==> src/rtl/ltc_frame_sequencer_pkg.sv <==
// Shared constants, state type and sync-field helper for the LTC frame sequencer.
package ltc_pkg;

  localparam logic [1:0] FR_24  = 2'b00;
  localparam logic [1:0] FR_25  = 2'b01;
  localparam logic [1:0] FR_30  = 2'b11;
  localparam logic [1:0] FR_BAD = 2'b10;

  localparam int unsigned FRAME_DATA_W = 64;
  localparam int unsigned SYNC_W       = 16;
  localparam int unsigned FRAME_W      = 80;
  localparam int unsigned BIT_IDX_W    = 7;
  localparam int unsigned CNT_W        = 16;

  // Half-bit periods in 12 MHz clk cycles
  localparam int unsigned HALF_24_DEF = 3125;
  localparam int unsigned HALF_25_DEF = 3000;
  localparam int unsigned HALF_30_DEF = 2500;

  localparam logic [BIT_IDX_W-1:0] LAST_BIT = BIT_IDX_W'(79);

  // Sync word written in transmit order: leftmost digit is bit 64
  localparam logic [SYNC_W-1:0] SYNC_WORD = 16'b0011111111111101;

  typedef enum logic [1:0] {
    IDLE = 2'd0,
    WAIT = 2'd1,
    RUN  = 2'd2
  } state_t;

  // Reorders SYNC_WORD so that field bit 0 (frame bit 64) is the first digit sent
  function automatic logic [SYNC_W-1:0] sync_field();
    logic [SYNC_W-1:0] r;
    r = '0;
    for (int i = 0; i < int'(SYNC_W); i++) begin
      r[i] = SYNC_WORD[int'(SYNC_W) - 1 - i];
    end
    return r;
  endfunction

  localparam logic [SYNC_W-1:0] SYNC_FIELD = sync_field();

endpackage

==> src/rtl/ltc_frame_sequencer_if.sv <==
// Frame-word handshake between the timecode counter (master) and the sequencer (slave).
//   frame_data  : LTC bits 0..63, bit 0 sent first
//   frame_valid : frame_data valid
//   frame_ready : sequencer shadow register empty
interface ltc_frame_sequencer_if;
  logic [ltc_pkg::FRAME_DATA_W-1:0] frame_data;
  logic                             frame_valid;
  logic                             frame_ready;

  modport master (output frame_data, output frame_valid, input  frame_ready);
  modport slave  (input  frame_data, input  frame_valid, output frame_ready);
endinterface

==> src/rtl/ltc_frame_sequencer_bit_timer.sv <==
// Half-bit timer: counts down from half-1 to 0 and ticks on 0.
//   clk, reset_n : clock, synchronous active-low reset
//   load         : restart at half-1 in the first half of a bit, latching half
//   run          : count enable
//   half         : half-period in clk cycles, sampled on load
//   half_tick_c  : combinational, high on the last cycle of each half-bit
//   phase        : 0 = first half of the bit, 1 = second half
module ltc_bit_timer
  import ltc_pkg::*;
(
  input  logic             clk,
  input  logic             reset_n,
  input  logic             load,
  input  logic             run,
  input  logic [CNT_W-1:0] half,
  output logic             half_tick_c,
  output logic             phase
);

  logic [CNT_W-1:0] half_q;
  logic [CNT_W-1:0] cnt;

  assign half_tick_c = run && (cnt == '0);

  // Half period is held from load so mid-frame rate changes cannot reach it
  always_ff @(posedge clk) begin
    if (!reset_n) begin
      half_q <= '0;
      cnt    <= '0;
      phase  <= 1'b0;
    end else if (load) begin
      half_q <= half;
      cnt    <= half - CNT_W'(1);
      phase  <= 1'b0;
    end else if (half_tick_c) begin
      cnt    <= half_q - CNT_W'(1);
      phase  <= ~phase;
    end else if (run) begin
      cnt    <= cnt - CNT_W'(1);
    end
  end

endmodule

==> src/rtl/ltc_frame_sequencer.sv <==
// LTC frame sequencer: buffers one 64-bit frame word, appends the sync field,
// paces 80-bit frames at the selected rate and biphase-mark encodes onto timecode.
//   clk, reset_n : 12 MHz clock, synchronous active-low reset
//   enable       : transmit enable, sampled at frame boundaries
//   framerate    : 00=24, 01=25, 11=30 fps, 10=invalid
//   frm          : frame word handshake (slave side)
//   frame_start  : pulse with the first cycle of bit 0
//   underrun     : pulse at a boundary that had to resend the previous word
//   bit_index    : bit being sent (0..79)
//   busy         : high while transmitting
//   timecode     : biphase-mark output
module ltc_frame_sequencer
  import ltc_pkg::*;
#(
  parameter int unsigned HALF_24 = HALF_24_DEF,
  parameter int unsigned HALF_25 = HALF_25_DEF,
  parameter int unsigned HALF_30 = HALF_30_DEF
) (
  input  logic                 clk,
  input  logic                 reset_n,
  input  logic                 enable,
  input  logic [1:0]           framerate,
  ltc_frame_sequencer_if.slave frm,
  output logic                 frame_start,
  output logic                 underrun,
  output logic [BIT_IDX_W-1:0] bit_index,
  output logic                 busy,
  output logic                 timecode
);

  state_t                  state, state_n;
  logic [FRAME_W-1:0]      shift_q, shift_n;
  logic [FRAME_DATA_W-1:0] shadow_q;
  logic                    shadow_full, shadow_full_n;
  logic                    frame_start_n, underrun_n, timecode_n;
  logic [BIT_IDX_W-1:0]    bit_index_n;
  logic                    transfer, timer_load, run_c;
  logic                    half_tick_c, phase;
  logic [CNT_W-1:0]        half_sel;
  logic                    rate_ok, load;

  assign rate_ok       = enable && (framerate != FR_BAD);
  assign load          = frm.frame_valid && frm.frame_ready;
  assign run_c         = (state == RUN);
  assign shadow_full_n = (shadow_full && !transfer) || load;

  // Half period for the frame about to start
  always_comb begin
    case (framerate)
      FR_24:   half_sel = CNT_W'(HALF_24);
      FR_30:   half_sel = CNT_W'(HALF_30);
      default: half_sel = CNT_W'(HALF_25);
    endcase
  end

  ltc_bit_timer u_bit_timer (
    .clk         (clk),
    .reset_n     (reset_n),
    .load        (timer_load),
    .run         (run_c),
    .half        (half_sel),
    .half_tick_c (half_tick_c),
    .phase       (phase)
  );

  // State and output registers
  always_ff @(posedge clk) begin
    if (!reset_n) begin
      state           <= IDLE;
      shift_q         <= '0;
      shadow_q        <= '0;
      shadow_full     <= 1'b0;
      frm.frame_ready <= 1'b1;
      frame_start     <= 1'b0;
      underrun        <= 1'b0;
      bit_index       <= '0;
      busy            <= 1'b0;
      timecode        <= 1'b0;
    end else begin
      state           <= state_n;
      shift_q         <= shift_n;
      shadow_full     <= shadow_full_n;
      frm.frame_ready <= !shadow_full_n;
      frame_start     <= frame_start_n;
      underrun        <= underrun_n;
      bit_index       <= bit_index_n;
      busy            <= (state_n == RUN);
      timecode        <= timecode_n;
      if (load) begin
        shadow_q <= frm.frame_data;
      end
    end
  end

  // Next state, shift register and encoder; the shift register rotates so that
  // after 80 bits it again holds the word just sent, ready for an underrun resend
  always_comb begin
    state_n       = state;
    shift_n       = shift_q;
    timecode_n    = timecode;
    bit_index_n   = bit_index;
    frame_start_n = 1'b0;
    underrun_n    = 1'b0;
    transfer      = 1'b0;
    timer_load    = 1'b0;
    case (state)
      IDLE: begin
        if (rate_ok) state_n = WAIT;
      end
      WAIT: begin
        if (!rate_ok) begin
          state_n = IDLE;
        end else if (shadow_full) begin
          state_n       = RUN;
          transfer      = 1'b1;
          shift_n       = {SYNC_FIELD, shadow_q};
          frame_start_n = 1'b1;
          bit_index_n   = '0;
          timecode_n    = ~timecode;
          timer_load    = 1'b1;
        end
      end
      RUN: begin
        if (half_tick_c) begin
          if (!phase) begin
            // Mid-bit: a one carries an extra transition
            if (shift_q[0]) timecode_n = ~timecode;
          end else begin
            shift_n = {shift_q[0], shift_q[FRAME_W-1:1]};
            if (bit_index != LAST_BIT) begin
              bit_index_n = bit_index + BIT_IDX_W'(1);
              timecode_n  = ~timecode;
            end else if (!rate_ok) begin
              state_n     = IDLE;
              bit_index_n = '0;
            end else begin
              frame_start_n = 1'b1;
              bit_index_n   = '0;
              timecode_n    = ~timecode;
              timer_load    = 1'b1;
              if (shadow_full) begin
                transfer = 1'b1;
                shift_n  = {SYNC_FIELD, shadow_q};
              end else begin
                underrun_n = 1'b1;
              end
            end
          end
        end
      end
      default: state_n = IDLE;
    endcase
  end

endmodule

==> src/flat_wrapper.sv <==
// flat-port wrapper written by rule: the top's interface ports become plain ports
module ltc_frame_sequencer_flat import ltc_pkg::*;
#(
  parameter int unsigned HALF_24 = HALF_24_DEF,
  parameter int unsigned HALF_25 = HALF_25_DEF,
  parameter int unsigned HALF_30 = HALF_30_DEF
)
  (clk, reset_n, enable, framerate, frame_start, underrun, bit_index, busy, timecode, frm_frame_data, frm_frame_valid, frm_frame_ready);
  ltc_frame_sequencer_if frm_i ();
  input  logic clk;
  input  logic reset_n;
  input  logic enable;
  input  logic [1:0] framerate;
  output logic frame_start;
  output logic underrun;
  output logic [BIT_IDX_W-1:0] bit_index;
  output logic busy;
  output logic timecode;
  input wire logic [$bits(frm_i.frame_data)-1:0] frm_frame_data;
  input wire logic [$bits(frm_i.frame_valid)-1:0] frm_frame_valid;
  output wire logic [$bits(frm_i.frame_ready)-1:0] frm_frame_ready;
  assign frm_i.frame_data = frm_frame_data;
  assign frm_i.frame_valid = frm_frame_valid;
  assign frm_frame_ready = frm_i.frame_ready;
  ltc_frame_sequencer #(.HALF_24(HALF_24), .HALF_25(HALF_25), .HALF_30(HALF_30)) u_core (.clk(clk), .reset_n(reset_n), .enable(enable), .framerate(framerate), .frm(frm_i), .frame_start(frame_start), .underrun(underrun), .bit_index(bit_index), .busy(busy), .timecode(timecode));
endmodule
==> config.mk <==
export PLATFORM = sky130hd
export DESIGN_NAME = ltc_frame_sequencer_flat
export DESIGN_NICKNAME = d
export VERILOG_FILES = /design/src/rtl/ltc_frame_sequencer_pkg.sv /design/src/rtl/ltc_frame_sequencer_if.sv /design/src/rtl/ltc_frame_sequencer_bit_timer.sv /design/src/rtl/ltc_frame_sequencer.sv /design/src/flat_wrapper.sv
export SDC_FILE = /design/constraint.sdc
export NUM_CORES = 1
export LEC_CHECK = 0
export CAP_MARGIN = 10
export CELL_PAD_IN_SITES_DETAIL_PLACEMENT = 1
export CELL_PAD_IN_SITES_GLOBAL_PLACEMENT = 1
export CORE_AREA = 2 2 178 180
export CTS_CLUSTER_DIAMETER = 40
export CTS_CLUSTER_SIZE = 8
export DETAILED_ROUTE_END_ITERATION = 16
export DIE_AREA = 0 0 180 182
export PLACE_DENSITY_LB_ADDON = 0.1
export SLEW_MARGIN = 10
export SYNTH_ARGS = -nofsm -noshare
export SYNTH_HDL_FRONTEND = slang
export SYNTH_SLANG_ARGS = --single-unit
==> constraint.sdc <==
create_clock -name clk -period 3.71 [get_ports clk]
set_clock_uncertainty 0.1 [all_clocks]
set_input_delay 0.742 -clock clk [delete_from_list [all_inputs] [get_ports clk]]
set_output_delay 0.742 -clock clk [all_outputs]
set_load 0.01 [all_outputs]
==> metrics.txt, run 1 <==
Post-Synth XOR/XNOR Area 0.00995; vias around 7100; Netlist cell types 66; worst path arrival time 3.58 ns; Flop pwr share 0.466; Sink Count 183; reg-to-reg critical path endpoint u_core.u_bit_timer.cnt[10]; Worst Path Required 3.94 ns; R2R depth 14; Setup crit start kind flop; Final GP Congestion 0.761; largest family of logic cells by synthesized area simple AND/OR/NAND/NOR gates; Iter 0 DRT Violations 357; Std-Cell Rows 65; P_sw 1.36 mW; layout cell share with drive strength beyond 1 0.0737; Max Slew Vio Count 0; highest metal used met4; Lkg Pwr 3.32 nW; number of setup violations in the final report 0; Internal Power 3.38 mW; Post-synth EDFFs 0; die extent in x 180 µm; Syn Nets 1090; post-CTS setup repair buffer count 0; Routed WL 22.6 mm; Worst IR Drop VDD 0.301 mV; hold depth 2; Final WS setup about 0.36 ns; CTS buffer count 17; core area 31000 µm²; Hold Path Class reg -> reg; I/O Pins 82; DRC 0; initial cell density of the core 0.256; met2 WL post-DR ~11 mm; clock buffer depth 2; vias in the first global route 7092; Comb pwr share 0.140; Top FF cell, synth dfxtp_1; die area roughly 33000 µm²; Post-Synth Adder-Cell Area 0.0174; Layout Cells excl Fill 1474; Post-Synth Simple-Gate Area 0.267; P per Cell Area 485 nW/µm²; ANT cells 0; Worst Path Max Fanout 7; TritonCTS clock tree built; post-route ant nets 0; Worst Setup End Kind flop; synthesized instance count 1009; DP Worst Slack 0.176 ns; unrepaired setup endpoints after global routing false; Mean Syn Cell Area 7.85 µm²; Rel. slew slack 0.529; global-route wire length before repair 37.1 mm; pin count of the biggest net entering global routing 98; status completed; gr usage total 0.140; Hold Fails Final Rpt 0; critical path class reg -> reg; clock latency on the worst-skew pair 0.43 ns; nets@finish 1140; dpl cells around 1400; Hold EP u_core.shadow_q[58]; Max Clock Freq 298 MHz; Setup TNS 0 ns; routed len/inst between 15 and 20 µm; Metal-1 WL 11.1 mm; metal3 WL roughly 470 µm; Compound-Gate Fraction of Synth Area 0.189; FF-to-FF Start u_core.state[0]; measured slew at the worst slew-check pin between 0.7 and 0.8 ns; part of the power in the clock network 0.393; DR pass1 iterations 4; mapped cell area approximately 8000 µm²; Post-CTS Hold Buffers 0; Period minus WS final approximately 3.4 ns; HP Start u_core.shadow_q[58]; Synth Warn # 0; vias per inst slightly below 5; R2R setup slack 0.36 ns; Switching Fraction 0.287; CTS resizes 0; H-tree depth 4; FFs w/ async S/R, synth 0; IO Port Bufs 81; CTS root buf clkbuf_16; GRT overflow 0; max cap viols 0; post-synthesis mux area share 0.00395; DPL Wire Length 15.0 mm; Worst-path clk slew about 0.080 ns; Synth Register Bits 183; sequential-to-total area share from yosys stat 0.463; Area Growth Syn to Fin 23.4%; antenna violations before repair 0; die height 182 µm; fin crit share 0.903
==> how the worst max path moves through the flow <==
| stage | from | endpoint | slack (ns) |
|---|---|---|---|
| 5_1_grt | u_core.state[0] | u_core.u_bit_timer.cnt[10] | 0.12 |
| 3_5_place_dp | framerate[0] | u_core.u_bit_timer.cnt[4] | 0.18 |
| 6_report | u_core.state[0] | u_core.u_bit_timer.cnt[10] | 0.36 |
| 2_1_floorplan | u_core.state[0] | u_core.u_bit_timer.cnt[10] | 0.50 |
| 4_1_cts | u_core.state[0] | u_core.u_bit_timer.cnt[10] | 0.37 |
| 3_3_place_gp | framerate[0] | u_core.u_bit_timer.cnt[4] | 0.22 |
==> critical path, stage by stage (launching register included) <==
cell and delay [ns]:
dfxtp_1 0.39, inv_1 0.09, ha_1 0.23, nor3b_1 0.19, nand2_1 0.12, nor2_2 0.06, a21oi_1 0.20, ha_1 0.26
or3b_2 0.53, nor4b_2 0.27, buf_4 0.20, nand3_1 0.09, a21oi_1 0.15, a41oi_1 0.07, a311oi_1 0.32
==> placed cells by master, fill, tap and decap left out, types with 3 or more instances in the layout <==
cell,synthesis,final
a211oi_1,7,7
a21oi_1,89,89
a311oi_1,66,66
a31oi_1,4,4
and3_1,5,5
buf_12,0,6
buf_4,3,21
clkbuf_16,0,17
clkdlybuf4s50_1,0,81
clkinvlp_4,0,3
dfxtp_1,183,183
ha_1,11,11
inv_1,7,7
inv_6,0,5
inv_8,0,4
nand2_1,288,287
nand3_1,13,13
nand4_1,7,7
nor2_1,108,107
nor2_2,3,3
nor2b_1,4,4
nor3_1,37,37
nor3b_1,3,3
o21a_1,5,5
o21ai_0,19,19
o31ai_1,4,4
or3_1,3,3
xnor2_1,4,4
xor2_1,5,5
==> registers in the layout, indices dropped and copies added (netlist names), 2 cells and up <==
signal / cells
u_core.bit_index: 7
u_core.shadow_q: 64
u_core.shift_q: 80
u_core.state: 2
u_core.u_bit_timer.cnt: 16
u_core.u_bit_timer.half_q: 7
==> cell type report <==
| type | count | area (µm²) |
|---|---|---|
| Multi-Input combinational cell | 740 | 3880 |
| Fill cell | 3624 | 21200 |
| Sequential cell | 183 | 3660 |
| Tap cell | 402 | 503 |
| Timing Repair Buffer | 108 | 1090 |
| Inverter | 9 | 36.3 |
| Clock buffer | 18 | 439 |
| Clock inverter | 14 | 158 |
==> Yosys cell counts, types with 2 or more instances <==
| master | count | share of area |
|---|---|---|
| a2111oi_0 | 2 | 0.0022 |
| a211oi_1 | 7 | 0.0066 |
| a21o_1 | 2 | 0.0019 |
| a21oi_1 | 89 | 0.056 |
| a311oi_1 | 66 | 0.073 |
| a31oi_1 | 4 | 0.0032 |
| a32oi_1 | 2 | 0.0022 |
| and2_1 | 4 | 0.0032 |
| and3_1 | 5 | 0.0039 |
| buf_1 | 10 | 0.0047 |
| buf_2 | 10 | 0.0063 |
| buf_4 | 3 | 0.0028 |
| buf_6 | 7 | 0.010 |
| clkbuf_1 | 47 | 0.022 |
| clkinv_1 | 2 | 0.00095 |
| dfxtp_1 | 183 | 0.46 |
| ha_1 | 11 | 0.017 |
| inv_1 | 7 | 0.0033 |
| mux2i_1 | 2 | 0.0025 |
| nand2_1 | 288 | 0.14 |
| nand2b_1 | 2 | 0.0016 |
| nand3_1 | 13 | 0.0082 |
| nand4_1 | 7 | 0.0055 |
| nand4b_1 | 2 | 0.0022 |
| nor2_1 | 108 | 0.051 |
| nor2_2 | 3 | 0.0024 |
| nor2b_1 | 4 | 0.0032 |
| nor3_1 | 37 | 0.023 |
| nor3b_1 | 3 | 0.0028 |
| nor4_1 | 2 | 0.0016 |
| nor4_2 | 2 | 0.0032 |
| o211a_1 | 2 | 0.0025 |
| o21a_1 | 5 | 0.0047 |
| o21ai_0 | 19 | 0.012 |
| o21ai_1 | 2 | 0.0013 |
| o22ai_1 | 2 | 0.0016 |
| o31ai_1 | 4 | 0.0038 |
| or3_1 | 3 | 0.0024 |
| or3b_2 | 2 | 0.0022 |
| or4_1 | 2 | 0.0019 |
| or4_4 | 2 | 0.0028 |
| xnor2_1 | 4 | 0.0044 |
| xor2_1 | 5 | 0.0055 |
==> per-stage QoR <==
step / util / area (µm²) / hold WS [ns] / total power, mW
detailed placement: 0.296 / 9170 / 0.347 / 2.93
floorplan: - / 7920 / 0.332 / 2.69
CTS: 0.315 / 9770 / 0.359 / 4.84
global placement: 0.296 / 9170 / 0.345 / 2.92
global route: 0.315 / 9770 / 0.375 / 5.01
finish: 0.315 / 9770 / 0.356 / 4.74
==> power groups by stage <==
stage               Sequential [mW]  Clock [mW]  Combinational, mW
global route                   2.23        2.01              0.760
global placement               2.25           0              0.672
finish                         2.21        1.86              0.665
detailed placement             2.26           0              0.676
CTS                            2.21        1.95              0.679
floorplan                      2.23           0              0.460
==> logic make-up after synthesis <==
kind of cell	after synthesis
muxes	3
xor gates and xnor gates	9
DFF	183
and+or+nand+nor	496
buffers and inverters	86
adders and majority gates	11
AOI/OAI and AO/OA	221
==> layer usage <==
metal | GRT usage | up-vias
met1 | 0.183 | 3425
met2 | 0.236 | 80
met4 | 0.0364 | 0
li1 | - | 3593
met5 | 0 | -
met3 | 0.0259 | 18
Note: power is estimated with default switching activity, not from simulation.
==> run 2, diff against run 1 <==
--- a/config.mk
+++ b/config.mk
@@ -9,7 +9,7 @@
 export CELL_PAD_IN_SITES_DETAIL_PLACEMENT = 1
 export CELL_PAD_IN_SITES_GLOBAL_PLACEMENT = 1
 export CORE_AREA = 2 2 178 180
-export CTS_CLUSTER_DIAMETER = 40
+export CTS_CLUSTER_DIAMETER = 60
 export CTS_CLUSTER_SIZE = 8
 export DETAILED_ROUTE_END_ITERATION = 16
 export DIE_AREA = 0 0 180 182
==> constraint.sdc (replaced) <==
create_clock -name clk -period 3.71 [get_ports clk]
set_clock_uncertainty 0.1 [all_clocks]
set_input_delay 0.5565 -clock clk [delete_from_list [all_inputs] [get_ports clk]]
set_output_delay 0.5565 -clock clk [all_outputs]
set_load 0.01 [all_outputs]
==> metrics.txt, run 2 (synthesis results as in run 1) <==
Max Clock Freq 318 MHz (+6.4%); Largest register FFs 80 (unchanged); H-tree depth 4 (unchanged); Sink Count 183 (unchanged); hold depth 2 (unchanged); layout cell share with drive strength beyond 1 0.0737 (unchanged); worst path arrival time 3.40 ns (-0.18 ns); max cap viols 0 (unchanged); Routed WL 22.5 mm (-0.60%); CTS resizes 0 (unchanged); biggest registers after layout u_core.shift_q: 80 flops, u_core.shadow_q: 64 flops, u_core.u_bit_timer.cnt: 16 flops; Worst-path clk slew 0.08 ns (about the same); antenna violations before repair 0 (unchanged); fin crit share 0.849 (-0.0545); critical path class reg -> reg; I/O Pins 82 (unchanged); Iter 0 DRT Violations 312 (-13%); Setup TNS 0 ns (unchanged); Worst Path Required 3.96 ns (+0.02 ns); Worst Path Max Fanout 7 (unchanged); FF-to-FF Start u_core.state[0]; Std-Cell Rows 65 (unchanged); ANT cells 0 (unchanged); vias 7121 (+0.070%); pin count of the biggest net entering global routing 54 (-45%); CTS buffer count 17 (unchanged); R2R depth 14 (unchanged); TritonCTS clock tree built; Hold EP u_core.shift_q[64]; Max Slew Vio Count 0 (unchanged); routed len/inst 15.2 µm (-0.60%); Final Util 0.315 (-0.000404); Final WS setup 0.562 ns (+0.202 ns); CTS root buf clkbuf_16; clock buffer depth 2 (unchanged); clock latency on the worst-skew pair 0.44 ns (about the same); core area 31000 µm² (unchanged); Period minus WS final 3.15 ns (-0.202 ns); Hold Path Class reg -> reg; Post-CTS Hold Buffers 0 (unchanged); commonest non-fill, non-tap cells in the layout 287 x nand2_1, 183 x dfxtp_1, 107 x nor2_1; Lkg Pwr 3.32 nW (about the same); Reg with most FFs u_core.shift_q; Final GP Congestion 0.781 (+2.6%); HP Start u_core.shift_q[64]; die area 32800 µm² (unchanged); Final Power 4.68 mW (-1.2%); R2R setup slack 0.56 ns (+0.20 ns); Worst Setup End Kind flop; Hold Fails Final Rpt 0 (unchanged); P per Cell Area 480 nW/µm² (-1.1%); post-route ant nets 0 (unchanged); GRT overflow 0 (unchanged); Setup crit start kind flop; status completed; DPL Wire Length 15.1 mm (+0.72%); reg-to-reg critical path endpoint u_core.u_bit_timer.cnt[10]; commonest non-fill, non-tap cell in the layout nand2_1; Rel. slew slack 0.516 (-0.0137); post-CTS setup repair buffer count 0 (unchanged); global-route wire length before repair 37.3 mm (+0.54%); Worst IR Drop VDD 0.316 mV (+4.9%); number of setup violations in the final report 0 (unchanged); die height 182 µm (unchanged); DR pass1 iterations 4 (unchanged); worst hold margin 0.356 ns (unchanged); DRC 0 (unchanged); nets@finish 1140 (unchanged); vias in the first global route 7157 (+0.92%); gr usage total 0.139 (-0.000331); initial cell density of the core 0.256 (unchanged); Area Growth Syn to Fin 23.2%; unrepaired setup endpoints after global routing false; DP Worst Slack 0.351 ns (+0.174 ns); IO Port Bufs 81 (unchanged); vias per inst 4.83 (about the same); measured slew at the worst slew-check pin 0.724 ns (+0.0201 ns); die extent in x 180 µm (unchanged)
## run 2: changes by cell type in the layout (fill, tap and decap cells not counted), sizes merged
| cell | before | now |
|---|---|---|
| clkinv | 2 | 5 |
| clkinvlp | 3 | 1 |
| bufinv | 1 | 0 |
## run 2: worst max-delay path, cell delays in order, from the launching register on
cell and delay [ns]:
dfxtp_1 0.39, inv_1 0.09, ha_1 0.21, nor3b_1 0.17
nand2_1 0.12, nor2_2 0.05, a21oi_1 0.20, ha_1 0.24
or3b_2 0.51, nor4b_2 0.27, buf_4 0.19, nand3_1 0.08
a21oi_1 0.13, a41oi_1 0.05, a311oi_1 0.27
## run 2: stage by stage
stage	instance area, µm²	std cells
after floorplan	7920	1009
after global placement	9190	1442
after detailed placement	9190	1442
after CTS	9760	1474
after global routing	9760	1474
final	9760	1474
## run 2: cell type report
class / count / area, µm²
Inverter: 9 / 36.3
Timing Repair Buffer: 108 / 1100
Clock buffer: 18 / 439
Sequential cell: 183 / 3660
Tap cell: 402 / 503
Fill cell: 3674 / 21200
Multi-Input combinational cell: 740 / 3880
Clock inverter: 14 / 133
## run 2: how the worst max path moves through the flow
stage | startpoint | to | cells after the start
floorplan | u_core.state[0] | u_core.u_bit_timer.cnt[10] | 14
global placement | framerate[0] | u_core.u_bit_timer.cnt[4] | 9
detailed placement | framerate[0] | u_core.u_bit_timer.cnt[4] | 9
CTS | u_core.state[0] | u_core.u_bit_timer.cnt[10] | 14
global route | u_core.state[0] | u_core.u_bit_timer.cnt[10] | 14
finish | u_core.state[0] | u_core.u_bit_timer.cnt[10] | 14
## run 2: where the power goes
group	internal, mW	switching (mW)	total (mW)
registers	2.12	0.0897	2.21
logic	0.291	0.387	0.678
clock network	0.910	0.884	1.79
## run 2: routing by layer
| layer | vias to the layer above | share of wire | global-route usage |
|---|---|---|---|
| li1 | 3609 | - | - |
| met1 | 3426 | 0.49 | 0.183 |
| met2 | 78 | 0.47 | 0.232 |
| met3 | 8 | 0.024 | 0.0267 |
| met4 | 0 | 0.0072 | 0.0377 |
| met5 | - | 0 | 0 |
==> run 3, diff against run 2 <==
==> constraint.sdc (replaced) <==
create_clock -name clk -period 3.2 [get_ports clk]
set_clock_uncertainty 0.1 [all_clocks]
set_input_delay 0.48 -clock clk [delete_from_list [all_inputs] [get_ports clk]]
set_output_delay 0.48 -clock clk [all_outputs]
set_load 0.01 [all_outputs]
==> metrics.txt, run 3 (synthesis results as in run 1) <==
status completed; Period minus WS final 2.87 ns (-0.280 ns); GRT overflow 0 (unchanged); CP bufs+invs 1 (-1); core area 31000 µm² (unchanged); clock latency on the worst-skew pair 0.44 ns (about the same); Worst Path Max Fanout 5 (-2); max cap viols 0 (unchanged); I/O Pins 82 (unchanged); die height 182 µm (unchanged); Hold Fails Final Rpt 0 (unchanged); die extent in x 180 µm (unchanged); Max Clock Freq 349 MHz (+9.8%); routed len/inst 15.5 µm (+1.9%); fin area 10000 µm² (+2.5%); Worst Setup End Kind flop; Worst IR Drop VDD 0.368 mV (+17%); number of setup violations in the final report 0 (unchanged); Worst-path clk slew 0.08 ns (about the same); Cell Chain, Critical Path inv_1 > ha_1 > nor3b_1 > nand2_1 > nor2_2 > a21oi_2 > ha_1 > or3b_4 > nor4b_4 > nand2_1 > nor3_1 > xnor2_1 > o21ai_1; Fillers 3662 (-0.33%); Layout Cells excl Fill 1495 (+1.4%); DRC 0 (unchanged); Final GP Congestion 0.816 (+4.5%); critical path class reg -> reg; gr usage total 0.144 (+0.00483); Final Power 5.57 mW (+19%); biggest registers after layout u_core.shift_q: 80 flops, u_core.shadow_q: 64 flops, u_core.u_bit_timer.cnt: 16 flops; Rel. slew slack 0.517 (+0.000962); Std-Cell Rows 65 (unchanged); measured slew at the worst slew-check pin 0.725 ns (+0.00112 ns); dpl cells 1463 (+1.5%); IO Port Bufs 81 (unchanged); Largest register FFs 80 (unchanged); CTS root buf clkbuf_16; vias in the first global route 7371 (+3.0%); layout cell share with drive strength beyond 1 0.0933 (+0.0196); die area 32800 µm² (unchanged); Max stage delay on crit path 0.43 ns (-0.08 ns); H-tree depth 4 (unchanged); Lkg Pwr 3.45 nW (+4.1%); clock buffer depth 2 (unchanged); Setup TNS 0 ns (unchanged); Routed WL 23.2 mm (+3.3%); post-route ant nets 0 (unchanged); DPL Wire Length 15.2 mm (+0.53%); global-route wire length before repair 38.6 mm (+3.3%); pin count of the biggest net entering global routing 146 (+170%); ANT cells 0 (unchanged); Worst Path Required 3.41 ns (-0.55 ns); Sink Count 183 (unchanged); commonest non-fill, non-tap cell in the layout nand2_1; Reg with most FFs u_core.shift_q; commonest non-fill, non-tap cells in the layout 287 x nand2_1, 182 x dfxtp_1, 107 x nor2_1; Area Growth Syn to Fin 26.2%; vias per inst 4.80 (-0.60%); worst path arrival time 3.08 ns (-0.32 ns); Max Slew Vio Count 0 (unchanged); vias 7179 (+0.81%); TritonCTS clock tree built; area post-placement 9370 µm² (+1.9%); fin crit share 0.896 (+0.0477); antenna violations before repair 0 (unchanged); CTS buffer count 17 (unchanged); Setup crit start kind flop; initial cell density of the core 0.256 (unchanged); Hold Path Class reg -> reg; P per Cell Area 557 nW/µm² (+16%); Iter 0 DRT Violations 311 (-0.32%); unrepaired setup endpoints after global routing false; DR pass1 iterations 4 (unchanged); Crit-path slowest cell nor4b_4; post-CTS setup repair buffer count 0 (unchanged); nets@finish 1161 (+1.8%); CP delay by family, top simple AND/OR/NAND/NOR gates
## run 3: repair_timing
action	in CTS	in global routing
gates resized for setup	0	3
setup endpoints to repair	0	3
hold buffers	0	0
## run 3: final timing paths
path / slack [ns] / from / depth (start not counted) / end
hold reg to reg: 0.36 / u_core.shadow_q[59] / 2 / u_core.shadow_q[59]
setup reg to reg: 0.33 / u_core.state[0] / 13 / u_core.u_bit_timer.cnt[14]
hold / removal: 0.36 / u_core.shadow_q[59] / 2 / u_core.shadow_q[59]
setup / recovery: 0.33 / u_core.state[0] / 13 / u_core.u_bit_timer.cnt[14]
## run 3: layer usage
metal / part of all wire / GRT usage / up-vias / wire length (µm)
met5: 0 / 0 / - / 0
li1: - / - / 3649 / -
met1: 0.49 / 0.186 / 3449 / 11400
met3: 0.019 / 0.0219 / 13 / 430
met2: 0.48 / 0.248 / 68 / 11100
met4: 0.012 / 0.0433 / 0 / 278
## run 3: cell type report
cell class	count	area, µm²	share of cell area
inverter	9	36.3	0.00363
sequential	183	3660	0.367
multi-input combinational	740	3900	0.390
clock buffer	17	425	0.0425
tap	402	503	0.0503
timing repair buffer	129	1270	0.127
clock inverter	15	200	0.0200
## run 3: through the flow
stage | hold WS [ns] | setup slack, ns | utilization
floorplan | 0.332 | 0.0657 | -
global placement | 0.340 | 0.139 | 0.302
detailed placement | 0.347 | 0.0712 | 0.302
CTS | 0.360 | 0.168 | 0.322
global route | 0.377 | 0.0959 | 0.323
finish | 0.358 | 0.332 | 0.323
## run 3: where the power goes
part | switching [mW] | internal, mW | leakage, nW | total (mW)
registers | 0.103 | 2.46 | 1.50 | 2.56
logic | 0.458 | 0.348 | 1.65 | 0.805
clock network | 1.13 | 1.08 | 0.301 | 2.20
## run 3: worst min-delay path: cells and delay by family, from the launching register on
family	cells	cell delay [ns]
AO/OA/AOI/OAI	1	0.05
AND/OR/NAND/NOR	1	0.05
flip-flops	1	0.32
